## config.mk

```make
export PLATFORM = sky130hd
export DESIGN_NAME = seq_scan_ctrl
export DESIGN_NICKNAME = d
export VERILOG_FILES = /design/src/rtl/seq_scan_ctrl_pkg.sv /design/src/rtl/seq_match_window.sv /design/src/rtl/seq_scan_ctrl.sv
export SDC_FILE = /design/constraint.sdc
export NUM_CORES = 1
export LEC_CHECK = 0
export ABC_AREA = 1
export CORE_ASPECT_RATIO = 0.9
export CORE_MARGIN = 10
export CORE_UTILIZATION = 58
export DETAILED_ROUTE_END_ITERATION = 7
export PLACE_DENSITY = 0.92
export SKIP_LAST_GASP = 1
export SLEW_MARGIN = 10
export SYNTH_ARGS = -nofsm -noshare
export SYNTH_HDL_FRONTEND = slang
export SYNTH_SLANG_ARGS = --single-unit
```

## constraint.sdc

```tcl
create_clock -name clk -period 2.1 [get_ports clk]
set_input_delay 0.42 -clock clk [delete_from_list [all_inputs] [get_ports clk]]
set_output_delay 0.42 -clock clk [all_outputs]
set_load 0.05 [all_outputs]
```

## src/rtl/seq_scan_ctrl_pkg.sv

```systemverilog
// Shared state codes and flag constants for the serial pattern scan controller.
package seq_scan_ctrl_pkg;
  typedef enum logic [1:0] {
    ST_IDLE = 2'd0,
    ST_SCAN = 2'd1,
    ST_DONE = 2'd2
  } state_t;

  localparam logic FOUND    = 1'b1;
  localparam logic NOTFOUND = 1'b0;
endpackage

```

## src/rtl/seq_match_window.sv

```systemverilog
// Serial shift window with fill tracking; flags a hit on the post-shift window.
module seq_match_window #(
  parameter int PAT_W = 4
) (
  input  logic             clk,
  input  logic             reset,
  input  logic             clr,
  input  logic             shift,
  input  logic             bit_in,
  input  logic [PAT_W-1:0] pattern,
  output logic             hit
);
  localparam int FW = $clog2(PAT_W + 1);
  localparam logic [FW-1:0] FULL    = FW'(PAT_W);
  localparam logic [FW-1:0] FULL_M1 = FW'(PAT_W - 1);

  logic [PAT_W-1:0] r_win;
  logic [FW-1:0]    r_fill;
  logic [PAT_W-1:0] w_win_nxt;
  logic             w_full_nxt;

  assign w_win_nxt  = {r_win[PAT_W-2:0], bit_in};
  assign w_full_nxt = (r_fill >= FULL_M1);
  assign hit = shift && w_full_nxt && (w_win_nxt == pattern);

  always_ff @(posedge clk or posedge reset) begin
    if (reset) begin
      r_win  <= '0;
      r_fill <= '0;
    end else if (clr) begin
      r_win  <= '0;
      r_fill <= '0;
    end else if (shift) begin
      r_win <= w_win_nxt;
      if (r_fill < FULL)
        r_fill <= r_fill + FW'(1);
    end
  end
endmodule

```

## src/rtl/seq_scan_ctrl.sv

```systemverilog
// Frame-scoped serial pattern scan: arms on start, counts overlapping
// matches over frame_len valid bits, then pulses done.
module seq_scan_ctrl
  import seq_scan_ctrl_pkg::*;
#(
  parameter int PAT_W = 4,
  parameter int LEN_W = 8,
  parameter int CNT_W = 4
) (
  input  logic             clk,
  input  logic             reset,
  input  logic             start,
  input  logic [PAT_W-1:0] pattern,
  input  logic [LEN_W-1:0] frame_len,
  input  logic             x,
  input  logic             x_valid,
  output logic             busy,
  output logic             done,
  output logic             found,
  output logic             match_pulse,
  output logic [CNT_W-1:0] match_cnt
);
  state_t           r_state;
  state_t           w_nxt;
  logic [PAT_W-1:0] r_pat;
  logic [LEN_W-1:0] r_len;
  logic [LEN_W-1:0] r_bitcnt;
  logic [CNT_W-1:0] r_cnt;
  logic             r_found;
  logic             r_pulse;
  logic             w_start;
  logic             w_accept;
  logic             w_last;
  logic             w_hit;

  assign w_start  = (r_state == ST_IDLE) && start;
  assign w_accept = (r_state == ST_SCAN) && x_valid;
  assign w_last   = ((r_bitcnt + LEN_W'(1)) == r_len);

  seq_match_window #(.PAT_W(PAT_W)) u_win (
    .clk     (clk),
    .reset   (reset),
    .clr     (w_start),
    .shift   (w_accept),
    .bit_in  (x),
    .pattern (r_pat),
    .hit     (w_hit)
  );

  always_ff @(posedge clk or posedge reset) begin
    if (reset) r_state <= ST_IDLE;
    else       r_state <= w_nxt;
  end

  always_comb begin
    w_nxt = ST_IDLE;
    case (r_state)
      ST_IDLE: begin
        if (start) w_nxt = (frame_len != '0) ? ST_SCAN : ST_DONE;
        else       w_nxt = ST_IDLE;
      end
      ST_SCAN: w_nxt = (w_accept && w_last) ? ST_DONE : ST_SCAN;
      ST_DONE: w_nxt = ST_IDLE;
      default: w_nxt = ST_IDLE;
    endcase
  end

  always_ff @(posedge clk or posedge reset) begin
    if (reset) begin
      r_pat    <= '0;
      r_len    <= '0;
      r_bitcnt <= '0;
      r_cnt    <= '0;
      r_found  <= NOTFOUND;
      r_pulse  <= 1'b0;
    end else begin
      r_pulse <= w_hit;
      if (w_start) begin
        r_pat    <= pattern;
        r_len    <= frame_len;
        r_bitcnt <= '0;
        r_cnt    <= '0;
        r_found  <= NOTFOUND;
      end else if (w_accept) begin
        r_bitcnt <= r_bitcnt + LEN_W'(1);
        if (w_hit) begin
          r_found <= FOUND;
          if (r_cnt != '1)
            r_cnt <= r_cnt + CNT_W'(1);
        end
      end
    end
  end

  assign busy        = (r_state == ST_SCAN);
  assign done        = (r_state == ST_DONE);
  assign found       = r_found;
  assign match_pulse = r_pulse;
  assign match_cnt   = r_cnt;
endmodule
```

Word level (Yosys, flattened, before mapping)
Cells that the tools add are included.

storage, ports and cells
  register bits after elaboration = 34
  logic and storage cells = 51
  bits of input ports = 17
  output and inout bits = 8

cells by class
  reductions and logical operators = 14
  multiplexer cells = 18
  eq/ne operators = 5
  magnitude comparators = 2
  add/sub/neg operators = 3

operator list
  operator                                                               number
  4-bit 2-to-1 mux                                                       4
  8-bit 2-to-1 mux                                                       2
  3-bit 2-to-1 mux                                                       5
  8-bit by 1-bit adder with 8-bit output, second input constant          1
  8-bit equality test                                                    1
  2-bit nonzero test                                                     4
  8-bit nonzero test                                                     1
  2-bit 2-to-1 mux                                                       3
  1-bit logical AND                                                      5
  4-bit by 1-bit adder with 4-bit output, second input constant          1
  4-bit equality test                                                    1
  4-bit != test, second input constant                                   1
  2-bit case mux with 2 select lines                                     1
  2-bit AND reduction                                                    2
  3-bit by 1-bit adder with 3-bit output, second input constant          1
  3-bit by 2-bit >= comparator with 1-bit output, second input constant  1
  3-bit less-than comparator, second input constant                      1
  1-bit 2-to-1 mux                                                       3
  3-bit AND reduction                                                    1
  2-bit by 1-bit equality test with 1-bit output, second input constant  1
  2-bit equality test, second input constant                             1
  2-bit zero test                                                        1

Longest topological paths before layout
  word-level depth = 7
  depth in mapped cells = 12
  mapped depth without buffers = 12

By module
A second synthesis with hierarchy kept.

unflattened totals
  cell total of the unflattened synthesis = 242
  area total of the unflattened synthesis = 1848.0 um^2

modules (own cells, without submodules)
  module            instances  cells each  area each (um^2)
  seq_scan_ctrl     1          189         1466.4
  seq_match_window  1          53          381.6

Worst setup path before layout
No wires, ideal clock.

  kind = register to register
  from = reg r_cnt[0], in the netlist match_cnt[0]
  to = reg r_cnt[2], in the netlist match_cnt[2]
  required time = 2.034 ns
  clock period less this slack = 1.484 ns
  stages on the path, launching flop included = 6
  slack = 0.616 ns
  path buffers = 0
  arrival = 1.418 ns
  path through = dfrtp_1 ha_1 nand3_1 o21ai_2 nand2_1 nand2_1

on the way
  cells in the longest elaborated chain, start to end = 5
  elaborated cells on any way between the ends = 8

ends and longest elaborated chain
  what                                    line                 text
  start, declared                         seq_scan_ctrl.sv:28  logic [CNT_W-1:0] r_cnt;
  start signal, assigned                  seq_scan_ctrl.sv:89  r_cnt <= r_cnt + CNT_W'(1);
  4-bit by 1-bit adder with 4-bit output  seq_scan_ctrl.sv:89
  4-bit 2-to-1 mux                        seq_scan_ctrl.sv:88  if (r_cnt != '1)
  4-bit 2-to-1 mux                        seq_scan_ctrl.sv:86  if (w_hit) begin
  4-bit 2-to-1 mux                        seq_scan_ctrl.sv:84  end else if (w_accept) begin
  4-bit 2-to-1 mux                        seq_scan_ctrl.sv:78  if (w_start) begin

Several ways; a longest one is shown, not always the timed one. The select of a mux whose other input is x is not followed.
A chain may end at the register's enable or synchronous reset.

Final worst setup path
  from = reg r_cnt[0], in the netlist match_cnt[0]
  to = out match_cnt[0]

RTL lines
  what           line                 text
  end, declared  seq_scan_ctrl.sv:21  output logic [CNT_W-1:0] match_cnt

No word-level cell between the ends.

==> run_results.csv <==
group,metric,value,unit
synthesis,synth_mux_area_share,0,%
setup_path,slowest_delay,0.84,ns
detailed_routing,wl_met1,1860,um
setup_path,path_cells,"clkdlybuf4s50_1",
synthesis,synthSimpleGateAreaFrac,31.9,%
status,status,"finished clean",
synthesis,synthArstFlopShare,100,%
setup_path,ff2ff_setup_slack,0.43,ns
finish,final_cell_mix,"nand2_1 (73), dfrtp_1 (34), inv_1 (27)",
global_routing,grt_pass1_vias,1579,
setup_path,crit_required,1.68,ns
synthesis,synth_nets,245,
pwr,p_comb_share,46.1,%
clock_tree,cts_hold_buf,0,
global_routing,grt_antenna_before_repair,0,
run,drv_cap,0,
setup_path,cp.depth,1,
pwr,power_frac_seq,40.4,%
finish,multi_input_area,826,um2
detailed_routing,drt_iter0_markers,122,
setup_path,endpoint,"match_cnt[0]",
placed_design,place.gp.congestion,0.908,
setup_path,cp_max_fo,5,
synthesis,synth_edf_count,0,
pwr,clockPowerShare,13.5,%
synthesis,synth-xor-area-share,3.40,%
synthesis,synth_top_area_cell,"dfrtp_1",
placed_design,placed_area,0.00210,mm2
pwr,p_sw,1220,uW
setup_path,critPathBufInv,1,
clock_tree,clock-sinks,34,
detailed_routing,wl_met3,249,um
detailed_routing,avgViaCountPerCell,5.27,
setup_path,cp-start-kind,"flip-flop",
setup_path,r2r_start,"u_win.r_fill[0]$_DFFE_PP0P_",
die,die-area,0.00575,mm2
synthesis,synth_area_leaders,"dfrtp_1 (47%), nand2_1 (15%), inv_1 (5.6%), nand3_1 (5.0%), o21ai_0 (3.9%)",
synthesis,syn_avg_cell_area,8.06,um2
detailed_routing,post_drt_wl_per_cell,13.7,um
synthesis,synth_top_family_by_area,"simple AND/OR/NAND/NOR gates",
detailed_routing,totalWireLength,4070,um
finish,design_area,0.00217,mm2
detailed_routing,met2RoutedLength,1870,um
global_routing,track_usage,15.4,%
sta,tightest_slew,0.506,ns
clock_tree,cts.htree.levels,2,
clock_tree,clock_path_buffers,2,
die,rows,19,
setup_path,crit_slowest_cell,"clkdlybuf4s50_1",
setup_path,crit_arrival,1.61,ns
synthesis,ys_ff_latch,34,
synthesis,syn_inst,224,
synthesis,ys_seq_area_share,47.1,%
pwr,power_switching_share,44.2,%
sta,slew_headroom,66.2,%
sta,drv_slew,0,
synthesis,yosysWarnings,0,
synthesis,synth_compound_area_share,7.69,%
detailed_routing,highest_layer,"met4",
clock_tree,tritoncts,"built",
pwr,irDropWorstVdd,757,uV
detailed_routing,vias,1569,
setup_path,critPathKind,"flip-flop to output pin",
detailed_routing,ant_nets,0,
pwr,p_per_area,1280,mW/mm2
finish,layout_commonest_cell,"nand2_1",
finish,drive_above_1_share,9.77,%
detailed_routing,drt-pass1-iter-count,4,
sta,timing.final.crit_period,2.03,ns
detailed_routing,drc,0,
clock_tree,cts.clk_slew.worst_paths,0.10,ns
die,core,0.00302,mm2
die,initial_core_util,59.8,%
setup_path,r2r_cells,9,
finish,seq_area,851,um2
global_routing,grt_remaining_overflow,0,
finish,num-fill-cells,228,
synthesis,synthAdderAreaFrac,2.77,%
pwr,power.leakage,0.00111,uW
clock_tree,insertion_delay,0.34,ns
clock_tree,clock-root-buffer,"clkbuf_4",
setup_path,crit_start,"match_cnt[0]$_DFFE_PP0P_",
sta,finalSetupTns,0,ns
synthesis,ys.flop_type,"dfrtp_1",
clock_tree,numCtsBuffers,5,
synthesis,synth_top_area_share,47.1,%
sta,finalSetupViolCount,0,
die,die_y,72.9,um
synthesis,synth_area,0.00181,mm2
synthesis,synth.distinct_cells,28,
global_routing,grt_max_degree,35,
die,die_w,78.8,um
finish,area_growth_syn_to_layout,20.0,%
finish,final_nets,276,
sta,hold_violations,0,
setup_path,crit_family,"buffers and inverters",
sta,fmax,0.492,GHz
sta,rsz0062_at_grt,"no",
finish,antenna_cells,0,
placed_design,io_buffers,24,
die,ioPinCount,25,
setup_path,r2r_end,"match_cnt[2]$_DFFE_PP0P_",
placed_design,dp_hpwl,3080,um
hold_path,hold_path.class,"input port to asynchronous set/reset pin",
setup_path,endpoint_kind,"output pin",
sta,finalCritPeriodShare,96.8,%
global_routing,grt_pass1_wl,7060,um
sta,clock_skew,0.00955,ns
pwr,intPower,1540,uW
-- through the flow --
step	utilization [%]	hold WS (ns)	worst slack (ns)	cells	power, uW
after floorplan	-	0.462	0.616	224	2000
after global placement	69.7	0.484	0.263	290	2330
after detailed placement	69.7	0.495	0.235	290	2380
after CTS	71.7	0.458	0.00451	298	2760
after global routing	71.8	0.502	0.0260	298	2980
final	71.8	0.451	0.0666	298	2760
-- what timing repair did --
action                     in CTS  in global routing
resized for setup               0                  1
setup endpoints to repair       0                  1
setup buffers                   0                  0
-- per-layer routing --
metal / vias to the layer above / global-route usage [%]
met1: 725 / 19.4
met4: 0 / 9.74
met3: 10 / 3.94
met2: 53 / 23.1
li1: 781 / -
met5: - / 0
-- layout make-up --
cell class,instances,area share [%]
repair buffers,27,12.1
flip-flops and latches,34,39.3
inverters,30,5.31
clock inverters,1,0.231
clock buffers,7,2.54
multi-input cells,157,38.1
well taps,42,2.42
-- registers in the layout (all words and copies together) (netlist names) --
register and count:
r_bitcnt 8, r_pat 4, u_win.r_fill 3, r_state 2, r_len 8, match_pulse 1
found 1, match_cnt 4, u_win.r_win 3
-- kinds of logic (layout without fill, tap and decap cells) --
group,count (synthesis),in the layout
AND/OR/NAND/NOR,123,123
flip-flops,34,34
buffers and inverters,33,65
AO/OA/AOI/OAI,23,23
XOR/XNOR,7,7
adder cells (fa/ha/maj),4,4
-- power by group through the flow --
stage / Sequential, uW / Clock [uW] / Combinational (uW)
floorplan: 1240 / 0 / 763
global placement: 1110 / 0 / 1220
detailed placement: 1120 / 0 / 1260
CTS: 1110 / 382 / 1270
global route: 1150 / 403 / 1430
finish: 1120 / 374 / 1270
-- cell usage after synthesis, types with 2 or more instances --
| cell type | number |
|---|---|
| nor4_1 | 3 |
| inv_1 | 27 |
| xor2_1 | 6 |
| nor2_1 | 10 |
| buf_2 | 2 |
| a22o_1 | 2 |
| nor2_2 | 4 |
| nand3b_1 | 3 |
| nand2_1 | 73 |
| nand3_1 | 18 |
| ha_1 | 4 |
| nand4_1 | 5 |
| inv_2 | 2 |
| o21ai_0 | 14 |
| o22ai_1 | 5 |
| dfrtp_1 | 34 |
-- worst min path at each step --
stage	startpoint	endpoint	slack, ns	cells past startpoint
after floorplan	r_len[3]$_DFFE_PP0P_	r_len[3]$_DFFE_PP0P_	0.46	2
after global placement	r_pat[0]$_DFFE_PP0P_	r_pat[0]$_DFFE_PP0P_	0.48	2
after detailed placement	r_pat[0]$_DFFE_PP0P_	r_pat[0]$_DFFE_PP0P_	0.50	2
after CTS	reset	u_win.r_fill[0]$_DFFE_PP0P_	0.46	3
after global routing	reset	u_win.r_fill[0]$_DFFE_PP0P_	0.50	3
final	reset	u_win.r_fill[0]$_DFFE_PP0P_	0.45	3
Power figures use the tool's default switching activity.
==> RTL edit, RTL diff (same settings) <==
The parameter `LEN_W` goes from 8 to 4.
--- a/src/rtl/seq_scan_ctrl.sv
+++ b/src/rtl/seq_scan_ctrl.sv
@@ -4,7 +4,7 @@
   import seq_scan_ctrl_pkg::*;
 #(
   parameter int PAT_W = 4,
-  parameter int LEN_W = 8,
+  parameter int LEN_W = 4,
   parameter int CNT_W = 4
 ) (
   input  logic             clk,
Ports: changed (resized frame_len); port bits go from 25 to 21. The function was not compared with the original's and may differ.
==> RTL edit against the unedited design <==
  * Design area fell by 26%
  * Sequential cell count fell by 8
  * Hold slack got worse by 0.023 ns
  * Area after synthesis fell by 26%
  * Critical path depth did not move
  * Sequential share of layout area rose by 1.2 points
  * Wire length fell by 28%
  * Power fell by 23%
  * Worst setup slack got worse by 0.010 ns
  * Largest power group unchanged
==> RTL edit: results (changes against the unedited design) <==
[run_status]
status = complete, no violations  ; unchanged

[detailed_routing]
route.met2.wl_um = 1460  ; was 1870 µm
drt-met1-wl_um = 1310  ; was 1860 µm
drt_iter0_markers = 60  ; was 122
viasPerCell = 5.12  ; was 5.27
top_layer = met4  ; unchanged

[final_layout]
drive_gt1_share_pct = 8.42  ; was 9.77%
final_cells = 217  ; was 298
final_net_count = 209  ; was 276

[global_routing]
grt_pass1_vias = 1110  ; was 1579
grt_max_degree = 27  ; was 35
grt_use_total_pct = 12.8  ; was 15.4%
grt_util_met1_pct = 15.0  ; was 19.4%
grt_use_met3_pct = 4.35  ; was 3.94%
grt_pass1_wl_um = 4960  ; was 7060 µm

[logic_synthesis]
synth-compound-area-share_pct = 8.76  ; was 7.69%
synth.top_cells.by_area = dfrtp_1, nand2_1, inv_1  ; unchanged
netlist_top_cells_count = nand2_1, dfrtp_1, inv_1  ; unchanged
synth_xor_area_share_pct = 4.57  ; was 3.40%
yosys.area_share.adder_pct = 3.73  ; was 2.77%
syn-num-nets = 183  ; was 245
synth.distinct_cells = 22  ; was 28

[place]
post-dp-hpwl_um = 2330  ; was 3080 µm
finalWeightedCongestion = 0.884  ; was 0.908
dp_slack_ns = 0.361  ; was 0.235 ns
io_buffers = 20  ; was 24
dpl_cell_area_um2 = 1580  ; was 2100 µm²

[timing]
fin_skew_ns = 0.00219  ; was 0.00955 ns
whs_ns = 0.428  ; was 0.451 ns
slew_headroom_pct = 65.8  ; was 66.2%

[setup_path]
rrSetupSlack_ns = 0.58  ; was 0.43 ns
ff2ff_path_depth = 11  ; was 9

[pwr]
p_sw_w = 0.000982  ; was 0.00122 W
peakVddDrop_v = 0.000874  ; was 0.000757 V
finalPower_w = 0.00214  ; was 0.00276 W
p_comb_w = 0.00104  ; was 0.00127 W
p_clk_share_pct = 9.9  ; was 13.5%
p_leak_nw = 0.895  ; was 1.11 nW

[clocking]
h-tree-depth = 1  ; was 2
numCtsBuffers = 3  ; was 5
path_clk_slew_ns = 0.13  ; was 0.10 ns

[min_path]
hold_path_class = input port to asynchronous set/reset pin  ; unchanged

-- RTL edit: cell types whose count changed after synthesis, moves of 2 or more --
cell,delta
nand3b_1,-3
nand3_1,-9
nor2_2,-3
nand2_2,+2
inv_1,-2
nand2_1,-20
nor4_1,-3
dfrtp_1,-8
nor2_1,-2
o22ai_1,-2
-- RTL edit: worst max-delay path by stage --
stage	start	end	slack [ns]	depth (start not counted)
6_report	match_cnt[3]	match_cnt[3]	0.06	1
5_1_grt	match_cnt[3]	match_cnt[3]	0.003	1
4_1_cts	match_cnt[2]	match_cnt[2]	0.0004	1
3_5_place_dp	x	match_cnt[2]	0.36	10
3_3_place_gp	start	match_cnt[3]	0.41	7
2_1_floorplan	r_state[0]	done	0.60	1
-- RTL edit: final cells by class --
cell class | count | area (µm²)
Inverter | 28 | 106
Clock buffer | 3 | 22.5
Fill cell | 159 | 573
Sequential cell | 26 | 651
Multi-Input combinational cell | 111 | 581
Timing Repair Buffer | 22 | 215
Tap cell | 27 | 33.8
